===== src/rtl/rf_wb_arbiter.sv =====
// ---------------------------------------------------------------------------
// rf_wb_arbiter
//   Shares the single write port of the register file between NUM_REQ
//   writeback sources (ALU, load unit, ...). A round-robin arbiter picks one
//   pending requester per cycle and forwards its address/data to the
//   register file write port.
//
// Optional feature macro: WB_ARB_OUT_REG_EN
//   defined   : rd_en_o/rd_addr_o/rd_data_o are registered, so the write
//               reaches the register file one cycle after the handshake.
//   undefined : rd_* are driven combinationally from the winner in the
//               handshake cycle (zero latency); addr/data read 0 when idle.
//
// Handshake: a requester raises req_valid_i[i] and holds valid/addr/data
//   stable until it sees req_ready_o[i]. A transfer happens in every cycle
//   where req_valid_i[i] && req_ready_o[i]. Ready is a one-hot grant and
//   never asserts without valid.
//
// Ports
//   clk_i        clock
//   rst_ni       synchronous active-low reset
//   rf_hold_i    freeze arbitration (no grants while high)
//   req_valid_i  per-requester write pending
//   req_ready_o  one-hot grant
//   req_addr_i   per-requester destination register
//   req_data_i   per-requester write data
//   rd_en_o      register file write enable
//   rd_addr_o    register file write address
//   rd_data_o    register file write data
//   grant_id_o   index of last granted requester
//   coll_cnt_o   saturating count of cycles with more than one valid request
// ---------------------------------------------------------------------------
module rf_wb_arbiter #(
  parameter int NUM_REQ   = 4,
  parameter int NUM_REG   = 8,
  parameter int REG_WIDTH = 32,
  parameter int ZERO_REG  = 1,
  localparam int AW = (NUM_REG > 1) ? $clog2(NUM_REG) : 1,
  localparam int IW = $clog2(NUM_REQ)
) (
  input  logic                                clk_i,
  input  logic                                rst_ni,
  input  logic                                rf_hold_i,
  input  logic [NUM_REQ-1:0]                  req_valid_i,
  output logic [NUM_REQ-1:0]                  req_ready_o,
  input  logic [NUM_REQ-1:0][AW-1:0]          req_addr_i,
  input  logic [NUM_REQ-1:0][REG_WIDTH-1:0]   req_data_i,
  output logic                                rd_en_o,
  output logic [AW-1:0]                       rd_addr_o,
  output logic [REG_WIDTH-1:0]                rd_data_o,
  output logic [IW-1:0]                       grant_id_o,
  output logic [15:0]                         coll_cnt_o
);

  logic [IW-1:0]        ptr_q, ptr_d;
  logic [IW-1:0]        gid_q, gid_d;
  logic [15:0]          coll_q, coll_d;

  logic                 found;
  logic [IW-1:0]        win;
  logic                 multi;
  logic                 grant;
  logic                 suppress;
  logic                 wr_en;
  logic [AW-1:0]        win_addr;
  logic [REG_WIDTH-1:0] win_data;

  // Round-robin search starting at ptr_q, wrapping modulo NUM_REQ.
  always_comb begin : arb_search
    logic [IW-1:0] idx;
    found = 1'b0;
    win   = '0;
    idx   = '0;
    for (int k = 0; k < NUM_REQ; k++) begin
      idx = IW'((int'(ptr_q) + k) % NUM_REQ);
      if (!found && req_valid_i[idx]) begin
        found = 1'b1;
        win   = idx;
      end
    end
  end

  // More than one valid request this cycle (independent of hold/reset gating).
  always_comb begin : multi_detect
    logic seen;
    seen  = 1'b0;
    multi = 1'b0;
    for (int i = 0; i < NUM_REQ; i++) begin
      if (req_valid_i[i]) begin
        if (seen) multi = 1'b1;
        seen = 1'b1;
      end
    end
  end

  assign win_addr = req_addr_i[win];
  assign win_data = req_data_i[win];

  // Grants are withheld while in reset or while the register file is held.
  assign grant    = found && rst_ni && !rf_hold_i;
  // Writes to the hard-wired zero register are retired but never written.
  assign suppress = (ZERO_REG != 0) && (win_addr == '0);
  assign wr_en    = grant && !suppress;

  always_comb begin
    req_ready_o = '0;
    if (grant) req_ready_o[win] = 1'b1;
  end

  always_comb begin
    ptr_d  = ptr_q;
    gid_d  = gid_q;
    coll_d = coll_q;
    if (grant) begin
      ptr_d = IW'((int'(win) + 1) % NUM_REQ);
      gid_d = win;
    end
    if (multi && (coll_q != 16'hFFFF)) coll_d = coll_q + 16'd1;
  end

  always_ff @(posedge clk_i) begin
    if (!rst_ni) begin
      ptr_q  <= '0;
      gid_q  <= '0;
      coll_q <= '0;
    end else begin
      ptr_q  <= ptr_d;
      gid_q  <= gid_d;
      coll_q <= coll_d;
    end
  end

  assign grant_id_o = gid_q;
  assign coll_cnt_o = coll_q;

`ifdef WB_ARB_OUT_REG_EN
  logic                 rd_en_q,   rd_en_d;
  logic [AW-1:0]        rd_addr_q, rd_addr_d;
  logic [REG_WIDTH-1:0] rd_data_q, rd_data_d;

  assign rd_en_d   = wr_en;
  assign rd_addr_d = grant ? win_addr : '0;
  assign rd_data_d = grant ? win_data : '0;

  always_ff @(posedge clk_i) begin
    if (!rst_ni) begin
      rd_en_q   <= 1'b0;
      rd_addr_q <= '0;
      rd_data_q <= '0;
    end else begin
      rd_en_q   <= rd_en_d;
      rd_addr_q <= rd_addr_d;
      rd_data_q <= rd_data_d;
    end
  end

  // A write captured just before reset asserts must not reach the register
  // file while reset is low, so the enable is gated before the clearing edge.
  assign rd_en_o   = rd_en_q && rst_ni;
  assign rd_addr_o = rd_addr_q;
  assign rd_data_o = rd_data_q;
`else
  assign rd_en_o   = wr_en;
  assign rd_addr_o = grant ? win_addr : '0;
  assign rd_data_o = grant ? win_data : '0;
`endif

endmodule


===== config.mk =====
export PLATFORM = sky130hd
export DESIGN_NAME = rf_wb_arbiter
export DESIGN_NICKNAME = d
export VERILOG_FILES = /design/src/rtl/rf_wb_arbiter.sv
export SDC_FILE = /design/constraint.sdc
export NUM_CORES = 1
export LEC_CHECK = 0
export CORE_UTILIZATION = 31
export CTS_CLUSTER_SIZE = 8
export DETAILED_ROUTE_END_ITERATION = 16
export GPL_ROUTABILITY_DRIVEN = 0
export GPL_TIMING_DRIVEN = 0
export PLACE_DENSITY = 0.88
export SETUP_SLACK_MARGIN = 0.15
export SYNTH_ARGS = -nofsm -noshare
export SYNTH_HDL_FRONTEND = slang
export SYNTH_SLANG_ARGS = --single-unit

===== constraint.sdc =====
create_clock -name clk_i -period 2.2 [get_ports clk_i]
set_clock_uncertainty 0.1 [all_clocks]
set_input_delay 0.44 -clock clk_i [delete_from_list [all_inputs] [get_ports clk_i]]
set_output_delay 0.44 -clock clk_i [all_outputs]
set_load 0.1 [all_outputs]

==> results of run 1 <==
[worst paths after layout]
check,slack [ns],from,end
max reg2reg,0.14,ptr_q[1]$_SDFFE_PN0P_,ptr_q[1]$_SDFFE_PN0P_
min reg2reg,0.40,coll_cnt_o[8]$_SDFFE_PN0P_,coll_cnt_o[8]$_SDFFE_PN0P_
max,-0.64,ptr_q[1]$_SDFFE_PN0P_,rd_data_o[18]
min,0.40,coll_cnt_o[8]$_SDFFE_PN0P_,coll_cnt_o[8]$_SDFFE_PN0P_
[state kept, by name, summed over array words and instances (netlist names)]
register,count
grant_id_o,2
coll_cnt_o,16
ptr_q,2
[area by class of cell]
type,instances,area (um^2)
timing repair buffer,216,2579
fill,522,2113
clock buffer,3,41.29
buffer,24,302.8
multi-input combinational,236,2650
tap,105,131.4
sequential,20,436.7
clock inverter,1,30.03
inverter,4,15.01
[layout by cell type, fill, tap and decap left out, types with 6 or more instances in the layout]
cell,Yosys,layout
dfxtp_4,0,6
mux2i_1,42,26
nor2b_4,0,7
and2_1,10,10
mux2i_2,0,15
a211oi_2,58,27
buf_8,0,6
nor2b_1,36,21
buf_12,0,46
a211oi_4,0,37
nor2b_2,6,14
clkdlybuf4s15_1,0,12
buf_4,0,8
xor2_1,8,8
clkdlybuf4s50_1,0,141
dfxtp_2,0,11
[per-layer routing]
layer	wire (um)	vias to the layer above	track usage (%)	share of wire, %
met5	0	-	0	0
met1	4633	1539	26.53	37
met4	533	0	7.702	4.2
li1	-	1479	-	-
met2	6654	137	44.76	53
met3	735	40	5.263	5.9
[repair_timing]
item / 4_1_cts / 5_1_grt
resized for setup: 422 / 70
endpoints found under the setup margin: 72 / 55
pin swaps: 32 / 17
cloned: 1 / 3
hold buffers: 0 / 0
setup buffers: 3 / 5
[cells by family after synthesis]
family,count (synthesis)
buf+inv,28
xor+xnor,13
mux,45
fa+ha+maj,6
flops,20
compound gates,79
simple gates,93
[power breakdown]
| part | internal [mW] | leakage (nW) | switching [mW] |
|---|---|---|---|
| Sequential | 0.375 | 0.172 | 0.0145 |
| Combinational | 1.05 | 2.03 | 1.37 |
| Clock | 0.243 | 0.0357 | 0.131 |
| Total | 1.67 | 2.23 | 1.52 |
[tightest hold or removal path, stage by stage, from the launching register on]
cell and delay, ns:
dfxtp_2 0.35, nand2_1 0.06, mux2i_1 0.06
==> metrics.txt, run 1 <==
# TYPE chip_impl_metric gauge
chip_impl_metric{name="hold_violations",unit=""} 0
chip_impl_metric{name="worst-path-max-fanout",unit=""} 8
chip_impl_info{name="synth_commonest_cells",value="58 x a211oi_2, 42 x mux2i_1, 36 x nor2b_1"} 1
chip_impl_metric{name="maxCapViolCount",unit=""} 0
chip_impl_metric{name="critPathArrivalTime",unit="ns"} 2.30
chip_impl_metric{name="grt_first_pass_wirelength",unit="um"} 16560
chip_impl_metric{name="synth_largest_type_area_fraction",unit="%"} 26.94
chip_impl_metric{name="finish.instance_area",unit="um^2"} 6186
chip_impl_metric{name="worst-path-stages",unit=""} 9
chip_impl_metric{name="max_clock_freq",unit="MHz"} 352.7
chip_impl_metric{name="gr-usage-all-layers",unit="%"} 23.95
chip_impl_info{name="launching_element_type_of_the_critical_path",value="register"} 1
chip_impl_metric{name="dieHeight",unit="um"} 95.22
chip_impl_info{name="yosysTopAreaCell",value="a211oi_2"} 1
chip_impl_metric{name="drt-wirelength-per-cell",unit="um"} 20.62
chip_impl_metric{name="yosys_warnings",unit=""} 0
chip_impl_metric{name="area_growth_syn_to_layout",unit="%"} 129.6
chip_impl_metric{name="grt_antenna_before_repair",unit=""} 0
chip_impl_metric{name="netlist-cell-type-count",unit=""} 37
chip_impl_info{name="cts_tree",value="yes"} 1
chip_impl_info{name="clockRootBuffer",value="clkbuf_8"} 1
chip_impl_metric{name="post_route_cells_drive_above_1_share",unit="%"} 44.84
chip_impl_metric{name="yosys_register_bits",unit=""} 20
chip_impl_metric{name="min_path_cells",unit=""} 2
chip_impl_metric{name="synth.cell_area",unit="um^2"} 2694
chip_impl_metric{name="synth_enable_flop_cells",unit=""} 0
chip_impl_metric{name="report.final.slew_viol_count",unit=""} 0
chip_impl_metric{name="ant_nets",unit=""} 0
chip_impl_info{name="criticalPathCategory",value="reg -> out"} 1
chip_impl_metric{name="tightestPinTransition",unit="ns"} 0.9639
chip_impl_metric{name="basic_gate_share_of_the_synthesized_area_counting_and_or_nand_and_nor_cells",unit="%"} 21.37
chip_impl_metric{name="final_worst_path_cycle_share",unit="%"} 128.9
chip_impl_metric{name="floorplan.io_pins",unit=""} 205
chip_impl_metric{name="syn-instance-count",unit=""} 284
chip_impl_metric{name="drt_first_iter_violations",unit=""} 66
chip_impl_metric{name="final_setup_slack_of_the_worst_path",unit="ns"} -0.6354
chip_impl_metric{name="share_of_cell_area_taken_by_muxes_after_synthesis",unit="%"} 16.86
chip_impl_metric{name="antenna_cells",unit=""} 0
chip_impl_metric{name="power_per_cell_area",unit="nW/um^2"} 514.4
chip_impl_metric{name="initial_util",unit="%"} 32.46
chip_impl_metric{name="synth_fa_ha_area_share",unit="%"} 2.694
chip_impl_metric{name="slew_headroom",unit="%"} 35.99
chip_impl_info{name="rsz_0062_raised_after_global_routing",value="true"} 1
chip_impl_info{name="endpoint_kind",value="primary output"} 1
chip_impl_metric{name="setup_viol",unit=""} 40
chip_impl_metric{name="remaining_drc_errors",unit=""} 0
chip_impl_metric{name="final_cell_count_no_fill",unit=""} 609
chip_impl_metric{name="mappedNetlistNets",unit=""} 436
chip_impl_info{name="critical-path-top-delay-family",value="buffers and inverters"} 1
chip_impl_metric{name="dieArea",unit="um^2"} 9067
chip_impl_metric{name="drt-pass1-iter-count",unit=""} 4
chip_impl_metric{name="required",unit="ns"} 1.66
chip_impl_metric{name="avgSynthCellArea",unit="um^2"} 9.485
chip_impl_metric{name="dp_worst_setup_slack",unit="ns"} -2.049
chip_impl_metric{name="min_period",unit="ns"} 2.835
chip_impl_metric{name="hpwl",unit="um"} 8692
chip_impl_metric{name="power",unit="mW"} 3.182
chip_impl_metric{name="synth_compound_area_share",unit="%"} 32.79
chip_impl_info{name="synth_top_area_cells",value="a211oi_2 27%, mux2i_1 16%, dfxtp_1 15%, nor2b_1 8.4%, buf_6 4.2%"} 1
chip_impl_metric{name="xor_and_xnor_area_share_after_synthesis",unit="%"} 4.227
chip_impl_metric{name="postRouteWirelength",unit="um"} 12560
chip_impl_metric{name="first_global_vias",unit=""} 3314
chip_impl_metric{name="cts.clk_slew.worst_paths",unit="ns"} 0.08
chip_impl_metric{name="avgViaCountPerCell",unit=""} 5.246
chip_impl_metric{name="numCtsBuffers",unit=""} 3
chip_impl_metric{name="timing.reg2reg.worst_path_depth",unit=""} 9
chip_impl_metric{name="die-width",unit="um"} 95.22
chip_impl_metric{name="asyncSetResetFlopFracSynth",unit="%"} 0
chip_impl_metric{name="clock_insertion_delay_worst_skew",unit="ns"} 0.26
chip_impl_metric{name="placement.cell_area",unit="um^2"} 5280
chip_impl_metric{name="setup_total_negative_slack",unit="ns"} -22.35
chip_impl_metric{name="globalRoute.totalOverflow",unit=""} 0
chip_impl_metric{name="cts_buffer_depth",unit=""} 2
chip_impl_info{name="synth_top_family_by_area",value="compound AO/OA/AOI/OAI gates"} 1
chip_impl_metric{name="vias",unit=""} 3195
chip_impl_info{name="critical_path.cell_chain",value="nand2_2 > and3_4 > o32a_1 > buf_6 > clkbuf_16 > clkbuf_16 > mux2i_1 > a211oi_4 > buf_12"} 1
chip_impl_info{name="run_status",value="complete, but fails checks"} 1
chip_impl_metric{name="layout.core_utilization",unit="%"} 74.54
chip_impl_metric{name="count_of_buffer_and_inverter_cells_on_the_critical_path",unit=""} 4
chip_impl_metric{name="worst_hold_slack",unit="ns"} 0.3968
chip_impl_metric{name="row_count",unit=""} 33
chip_impl_info{name="dominantRegCellSynth",value="dfxtp_1"} 1
chip_impl_metric{name="port-buffer-count",unit=""} 204
chip_impl_metric{name="dpl.cell_count",unit=""} 593
chip_impl_info{name="yosysMostFrequentCell",value="a211oi_2"} 1
chip_impl_metric{name="layout.nets",unit=""} 657
chip_impl_info{name="critPathSlowestCell",value="dfxtp_4"} 1
chip_impl_metric{name="synth_sequential_area_ratio",unit="%"} 14.86
chip_impl_metric{name="cts.sinks",unit=""} 20
chip_impl_metric{name="core-area",unit="um^2"} 8299
chip_impl_info{name="worstHoldPathType",value="reg -> reg"} 1
chip_impl_metric{name="max-vdd-ir-drop",unit="mV"} 0.2617
chip_impl_metric{name="cts_htree_levels",unit=""} 1
chip_impl_metric{name="p_leak",unit="nW"} 2.234
chip_impl_metric{name="grt_max_degree",unit=""} 13
chip_impl_metric{name="crit_path_max_incr_delay",unit="ns"} 0.35
chip_impl_info{name="failed_checks",value="setup timing"} 1
chip_impl_info{name="crit_path_frequent_cell",value="clkbuf_16"} 1
Note: power is estimated with default switching activity, not from simulation.
==> run 2: changes to the inputs <==
--- a/config.mk
+++ b/config.mk
@@ -5,6 +5,7 @@
 export SDC_FILE = /design/constraint.sdc
 export NUM_CORES = 1
 export LEC_CHECK = 0
+export CORE_MARGIN = 5
 export CORE_UTILIZATION = 31
 export CTS_CLUSTER_SIZE = 8
 export DETAILED_ROUTE_END_ITERATION = 16
==> run 2 against run 1 <==
Compared with the run above:
- the flow still finishes with violations (setup timing)
- hold slack better by 0.0087 ns
- critical path type unchanged
- power is 6.1% lower
- critical path depth stayed put
- non-clock buffer count is 1 lower
- via count is 0.97% higher
- clock power is 33% lower
- sequential cell count stayed put
- combinational power is 3% lower
- highest routed layer unchanged
- routed wire length is 2.3% higher
- design area is 2.6% lower
- sequential share of layout area is 0.19 points higher
==> metrics.txt, run 2 (same netlist as run 1, synthesis figures left out) <==
# TYPE chip_impl_metric gauge
chip_impl_info{name="criticalPathCategory",value="reg -> out"} 1
chip_impl_metric{name="gr-usage-met3",unit="%"} 7.445
chip_impl_metric{name="grt_first_pass_wirelength",unit="um"} 19090
chip_impl_metric{name="final_worst_path_cycle_share",unit="%"} 127.3
chip_impl_info{name="endpoint_kind",value="primary output"} 1
chip_impl_metric{name="remaining_drc_errors",unit=""} 0
chip_impl_info{name="critical_path.reg2reg.endpoint",value="ptr_q[1]$_SDFFE_PN0P_"} 1
chip_impl_metric{name="area_growth_syn_to_layout",unit="%"} 123.7
chip_impl_metric{name="largest_reg_flops",unit=""} 16
chip_impl_metric{name="cts.clk_slew.worst_paths",unit="ns"} 0.07
chip_impl_metric{name="dieArea",unit="um^2"} 10650
chip_impl_metric{name="setup_viol",unit=""} 40
chip_impl_metric{name="cts.sinks",unit=""} 20
chip_impl_metric{name="row_count",unit=""} 34
chip_impl_info{name="failed_checks",value="setup timing"} 1
chip_impl_metric{name="clock_insertion_delay_worst_skew",unit="ns"} 0.26
chip_impl_info{name="busiest_layer",value="met2"} 1
chip_impl_info{name="clockRootBuffer",value="clkbuf_8"} 1
chip_impl_metric{name="layout.nets",unit=""} 656
chip_impl_metric{name="grt_antenna_before_repair",unit=""} 0
chip_impl_metric{name="required",unit="ns"} 1.66
chip_impl_metric{name="min_path_cells",unit=""} 2
chip_impl_info{name="rsz_0062_raised_after_global_routing",value="true"} 1
chip_impl_metric{name="multiInputGateArea",unit="um^2"} 2605
chip_impl_metric{name="worst_hold_slack",unit="ns"} 0.4055
chip_impl_metric{name="cts_htree_levels",unit=""} 1
chip_impl_metric{name="port-buffer-count",unit=""} 204
chip_impl_metric{name="gr-usage-all-layers",unit="%"} 23.52
chip_impl_metric{name="slew_headroom",unit="%"} 35.64
chip_impl_metric{name="avgViaCountPerCell",unit=""} 5.280
chip_impl_info{name="worst_hold_path.endpoint",value="coll_cnt_o[8]$_SDFFE_PN0P_"} 1
chip_impl_metric{name="antenna_cells",unit=""} 0
chip_impl_metric{name="cts_buffer_depth",unit=""} 2
chip_impl_metric{name="critPathArrivalTime",unit="ns"} 2.26
chip_impl_metric{name="max_clock_freq",unit="MHz"} 357.1
chip_impl_metric{name="first_global_vias",unit=""} 3670
chip_impl_metric{name="drt_first_iter_violations",unit=""} 84
chip_impl_metric{name="drt-wirelength-per-cell",unit="um"} 21.02
chip_impl_info{name="critical_path.cell_chain",value="nand2_2 > and3_4 > o32a_1 > buf_6 > buf_8 > buf_8 > mux2i_1 > a211oi_4 > buf_12"} 1
chip_impl_metric{name="max-vdd-ir-drop",unit="mV"} 0.3170
chip_impl_metric{name="regToRegSetupSlack",unit="ns"} 0.20
chip_impl_metric{name="met2_usage",unit="%"} 43.56
chip_impl_metric{name="dp_worst_setup_slack",unit="ns"} -2.031
chip_impl_metric{name="dieHeight",unit="um"} 103.2
chip_impl_info{name="start_point_of_the_worst_min_delay_path",value="coll_cnt_o[8]$_SDFFE_PN0P_"} 1
chip_impl_metric{name="initial_util",unit="%"} 31.35
chip_impl_info{name="launching_element_type_of_the_critical_path",value="register"} 1
chip_impl_metric{name="numCtsBuffers",unit=""} 3
chip_impl_info{name="layout.cells.most_common",value="clkdlybuf4s50_1"} 1
chip_impl_metric{name="globalRoute.totalOverflow",unit=""} 0
chip_impl_metric{name="crit_path_max_incr_delay",unit="ns"} 0.36
chip_impl_metric{name="final_setup_slack_of_the_worst_path",unit="ns"} -0.6006
chip_impl_metric{name="report.final.slew_viol_count",unit=""} 0
chip_impl_metric{name="cts_hold_buffers",unit=""} 0
chip_impl_metric{name="final-seq-area",unit="um^2"} 436.7
chip_impl_metric{name="placement.cell_area",unit="um^2"} 5284
chip_impl_metric{name="floorplan.io_pins",unit=""} 205
chip_impl_metric{name="postRouteWirelength",unit="um"} 12840
chip_impl_metric{name="maxCapViolCount",unit=""} 0
chip_impl_info{name="cts_tree",value="yes"} 1
chip_impl_metric{name="p_leak",unit="nW"} 2.174
chip_impl_metric{name="min_period",unit="ns"} 2.801
chip_impl_metric{name="drt-pass1-iter-count",unit=""} 4
chip_impl_metric{name="tightestPinTransition",unit="ns"} 0.9692
chip_impl_metric{name="ant_nets",unit=""} 0
chip_impl_info{name="critical_path.reg2reg.startpoint",value="ptr_q[1]$_SDFFE_PN0P_"} 1
chip_impl_metric{name="groute.layer.met1.usage",unit="%"} 23.71
chip_impl_info{name="run_status",value="complete, but fails checks"} 1
chip_impl_metric{name="layout.core_utilization",unit="%"} 70.14
chip_impl_info{name="worstHoldPathType",value="reg -> reg"} 1
chip_impl_info{name="critPathSlowestCell",value="dfxtp_4"} 1
chip_impl_metric{name="power_per_cell_area",unit="nW/um^2"} 495.5
chip_impl_metric{name="vias",unit=""} 3226
chip_impl_metric{name="hpwl",unit="um"} 9677
chip_impl_metric{name="hold_violations",unit=""} 0
chip_impl_metric{name="grt_max_degree",unit=""} 12
chip_impl_metric{name="die-width",unit="um"} 103.2
chip_impl_metric{name="worst-path-max-fanout",unit=""} 10
chip_impl_metric{name="timing.reg2reg.worst_path_depth",unit=""} 9
chip_impl_metric{name="finish.instance_area",unit="um^2"} 6027
chip_impl_metric{name="post_route_cells_drive_above_1_share",unit="%"} 43.34
chip_impl_metric{name="n_fill_cell",unit=""} 562
chip_impl_metric{name="core-area",unit="um^2"} 8593
chip_impl_info{name="crit_path_frequent_cell",value="buf_8"} 1
chip_impl_info{name="layout_common_cells",value="142 x clkdlybuf4s50_1, 45 x buf_12, 35 x a211oi_4, 29 x nor2b_1, 29 x a211oi_2"} 1
[run 2: cell type report]
cell class / instances / area share [%]
multi-input cells: 236 / 43.22
repair buffers: 215 / 41.35
flip-flops and latches: 20 / 7.245
plain buffers: 24 / 4.941
well taps: 108 / 2.242
clock buffers: 4 / 0.7474
inverters: 4 / 0.2491
[run 2: what timing repair did]
item                       CTS  global route
pin swaps                   36             6
setup endpoints to repair   72            58
cloned                       1             0
resized for setup          444            33
buffers inserted             4             6
[run 2: how the worst max path moves through the flow]
stage | startpoint | endpoint | slack (ns) | depth (start not counted)
final | ptr_q[1]$_SDFFE_PN0P_ | rd_data_o[16] | -0.60 | 9
after CTS | ptr_q[1]$_SDFFE_PN0P_ | rd_en_o | -0.62 | 9
after global routing | ptr_q[1]$_SDFFE_PN0P_ | rd_data_o[21] | -0.68 | 9
after detailed placement | req_valid_i[1] | rd_data_o[28] | -2.03 | 8
after global placement | req_valid_i[1] | rd_data_o[28] | -1.99 | 8
after floorplan | req_valid_i[0] | rd_data_o[10] | -0.73 | 8
[run 2: metal layers]
metal / part of all wire (%) / wire length [um]
met1: 33 / 4253
met2: 53 / 6845
met3: 8.8 / 1133
met4: 4.7 / 609
met5: 0 / 0
[run 2: power by group]
group / internal, mW / switching [mW] / total (mW) / leakage [nW]
clock network: 0.129 / 0.120 / 0.249 / 0.0228
logic: 1.01 / 1.34 / 2.35 / 1.98
registers: 0.375 / 0.0151 / 0.390 / 0.172
total: 1.51 / 1.47 / 2.99 / 2.17
[run 2: metrics by stage]
stage	setup TNS, ns	power [mW]	cells
global placement	-79.30	2.331	596
CTS	-22.57	2.926	605
finish	-20.98	2.987	611
global route	-24.17	3.105	611
detailed placement	-81.39	2.369	596
floorplan	-25.11	1.812	284
[run 2: critical path: cells and delay by family, from the launching register on]
| kind | cells | cell delay (ns) |
|---|---|---|
| DFF | 1 | 0.36 |
| and+or+nand+nor | 2 | 0.19 |
| buffers and inverters | 4 | 0.67 |
| AOI/OAI and AO/OA | 2 | 0.59 |
| muxes | 1 | 0.18 |
==> run 3: changes to the inputs <==
==> constraint.sdc (replaced) <==
create_clock -name clk_i -period 2.55 [get_ports clk_i]
set_clock_uncertainty 0.1 [all_clocks]
set_input_delay 0.51 -clock clk_i [delete_from_list [all_inputs] [get_ports clk_i]]
set_output_delay 0.51 -clock clk_i [all_outputs]
set_load 0.1 [all_outputs]
==> run 3 against run 2 <==
Compared with the run above:
- the flow still finishes with violations (setup timing)
- hold slack improved by 0.0017 ns
- sequential share of layout area fell by 0.55 points
- first-iteration DRC count fell by 11%
- clock-buffer cell count is the same
- critical endpoint is now rd_data_o[11]
==> metrics.txt, run 3 (same netlist as run 1, synthesis figures left out) <==
# TYPE chip_impl_metric gauge
chip_impl_metric{name="globalRoute.totalOverflow",unit=""} 0
chip_impl_metric{name="critPathArrivalTime",unit="ns"} 2.27
chip_impl_metric{name="cts_buffer_depth",unit=""} 2
chip_impl_metric{name="port-buffer-count",unit=""} 204
chip_impl_metric{name="floorplan.io_pins",unit=""} 205
chip_impl_info{name="run_status",value="complete, but fails checks"} 1
chip_impl_metric{name="power",unit="mW"} 2.661
chip_impl_metric{name="report.final.slew_viol_count",unit=""} 0
chip_impl_metric{name="hpwl",unit="um"} 9039
chip_impl_metric{name="grt_first_pass_wirelength",unit="um"} 18270
chip_impl_metric{name="drt-wirelength-per-cell",unit="um"} 20.69
chip_impl_metric{name="final_setup_slack_of_the_worst_path",unit="ns"} -0.3254
chip_impl_metric{name="maxCapViolCount",unit=""} 0
chip_impl_metric{name="antenna_cells",unit=""} 0
chip_impl_metric{name="drt_first_iter_violations",unit=""} 75
chip_impl_info{name="endpoint_kind",value="primary output"} 1
chip_impl_info{name="rsz_0062_raised_after_global_routing",value="true"} 1
chip_impl_metric{name="ant_nets",unit=""} 0
chip_impl_metric{name="power_per_cell_area",unit="nW/um^2"} 433.8
chip_impl_metric{name="gr-usage-all-layers",unit="%"} 21.97
chip_impl_metric{name="dieHeight",unit="um"} 103.2
chip_impl_metric{name="required",unit="ns"} 1.94
chip_impl_metric{name="max-vdd-ir-drop",unit="mV"} 0.3087
chip_impl_info{name="cts_tree",value="yes"} 1
chip_impl_metric{name="p_leak",unit="nW"} 2.274
chip_impl_metric{name="row_count",unit=""} 34
chip_impl_metric{name="tightestPinTransition",unit="ns"} 0.9872
chip_impl_metric{name="slew_headroom",unit="%"} 33.98
chip_impl_info{name="layout.cells.most_common",value="clkdlybuf4s50_1"} 1
chip_impl_metric{name="vias",unit=""} 3216
chip_impl_metric{name="remaining_drc_errors",unit=""} 0
chip_impl_metric{name="largest_reg_flops",unit=""} 16
chip_impl_metric{name="numCtsBuffers",unit=""} 3
chip_impl_info{name="layout_common_cells",value="145 x clkdlybuf4s50_1, 47 x buf_12, 35 x a211oi_4, 29 x a211oi_2, 27 x nor2b_1"} 1
chip_impl_metric{name="dpl.cell_count",unit=""} 596
chip_impl_metric{name="hold_violations",unit=""} 0
chip_impl_info{name="launching_element_type_of_the_critical_path",value="input pin"} 1
chip_impl_metric{name="avgViaCountPerCell",unit=""} 5.229
chip_impl_metric{name="max_clock_freq",unit="MHz"} 347.8
chip_impl_metric{name="setup_viol",unit=""} 40
chip_impl_metric{name="worst-path-max-fanout",unit=""} 10
chip_impl_metric{name="min_period",unit="ns"} 2.875
chip_impl_metric{name="cts.clk_slew.worst_paths",unit="ns"} 0.07
chip_impl_metric{name="drt-pass1-iter-count",unit=""} 4
chip_impl_info{name="failed_checks",value="setup timing"} 1
chip_impl_info{name="criticalPathCategory",value="in -> out"} 1
chip_impl_metric{name="first_global_vias",unit=""} 3549
chip_impl_metric{name="area_growth_syn_to_layout",unit="%"} 127.7
chip_impl_metric{name="worst_hold_slack",unit="ns"} 0.4072
chip_impl_metric{name="cts.sinks",unit=""} 20
chip_impl_metric{name="dieArea",unit="um^2"} 10650
chip_impl_metric{name="core-area",unit="um^2"} 8593
chip_impl_metric{name="cts_htree_levels",unit=""} 1
chip_impl_info{name="worstHoldPathType",value="reg -> reg"} 1
chip_impl_metric{name="grt_antenna_before_repair",unit=""} 0
chip_impl_metric{name="grt_max_degree",unit=""} 12
chip_impl_info{name="clockRootBuffer",value="clkbuf_8"} 1
chip_impl_metric{name="dp_worst_setup_slack",unit="ns"} -1.815
chip_impl_metric{name="layout.nets",unit=""} 660
chip_impl_metric{name="cts_hold_buffers",unit=""} 0
chip_impl_metric{name="initial_util",unit="%"} 31.35
chip_impl_metric{name="post_route_cells_drive_above_1_share",unit="%"} 41.42
chip_impl_metric{name="setup_total_negative_slack",unit="ns"} -9.879
chip_impl_metric{name="final_worst_path_cycle_share",unit="%"} 112.8
chip_impl_metric{name="die-width",unit="um"} 103.2
chip_impl_metric{name="final_cell_count_no_fill",unit=""} 615
chip_impl_metric{name="postRouteWirelength",unit="um"} 12730
chip_impl_metric{name="clock_insertion_delay_worst_skew",unit="ns"} 0.26
## run 3: changes by cell type in the layout (fill, tap and decap cells not counted), moves of 5 or more
cell / delta
clkbuf_2: -7
dfxtp_4: -5
dfxtp_1: +11
dlygate4sd2_1: +9
dfxtp_2: -6
clkdlybuf4s15_1: -8
## run 3: stage by stage
step | util (%) | cell area [um^2]
after floorplan | - | 3080
after global placement | 61.18 | 5258
after detailed placement | 61.18 | 5258
after CTS | 70.31 | 6042
after global routing | 71.37 | 6133
final | 71.37 | 6133
## run 3: path summary, 6_finish.rpt
| check | start | endpoint | slack [ns] | depth (start not counted) |
|---|---|---|---|---|
| setup / recovery | req_valid_i[0] | rd_data_o[11] | -0.33 | 10 |
| setup reg to reg | ptr_q[1]$_SDFFE_PN0P_ | ptr_q[1]$_SDFFE_PN0P_ | 0.56 | 9 |
| hold reg to reg | grant_id_o[0]$_SDFFE_PN0P_ | grant_id_o[0]$_SDFFE_PN0P_ | 0.41 | 2 |
| hold / removal | grant_id_o[0]$_SDFFE_PN0P_ | grant_id_o[0]$_SDFFE_PN0P_ | 0.41 | 2 |
## run 3: repair_timing
item	in CTS	in global routing
gates resized for setup	450	16
setup buffers	10	2
setup endpoints to repair	53	42
pin swaps	38	4
hold endpoints to repair	0	0
gates cloned	2	1
## run 3: worst max-delay path, stage by stage
cell and delay, ns:
buf_6 0.10, nand2_2 0.05, and3_4 0.16, o32a_1 0.29, buf_6 0.15, buf_12 0.15
buf_12 0.14, mux2i_2 0.18, a211oi_4 0.31, buf_12 0.22
## run 3: power breakdown
part | switching [mW] | total (mW) | internal, mW
clock | 0.107 | 0.245 | 0.138
sequential | 0.0137 | 0.340 | 0.326
combinational | 1.16 | 2.08 | 0.915
## run 3: area by class of cell
cell class,count,area [um^2]
buffer,24,307.8
clock buffer,4,55.05
fill,573,2460
inverter,4,15.01
multi-input combinational,236,2609
sequential,20,410.4
tap,108,135.1
timing repair buffer,219,2601
## run 3: layer usage
| metal | part of all wire, % | vias to the layer above | routed length [um] | GRT usage (%) |
|---|---|---|---|---|
| met5 | 0 | - | 0 | 0 |
| met4 | 2.8 | 0 | 351 | 7.371 |
| met3 | 6.7 | 25 | 858 | 5.030 |
| met2 | 55 | 150 | 6936 | 41.64 |
| met1 | 36 | 1557 | 4580 | 23.87 |
| li1 | - | 1484 | - | - |
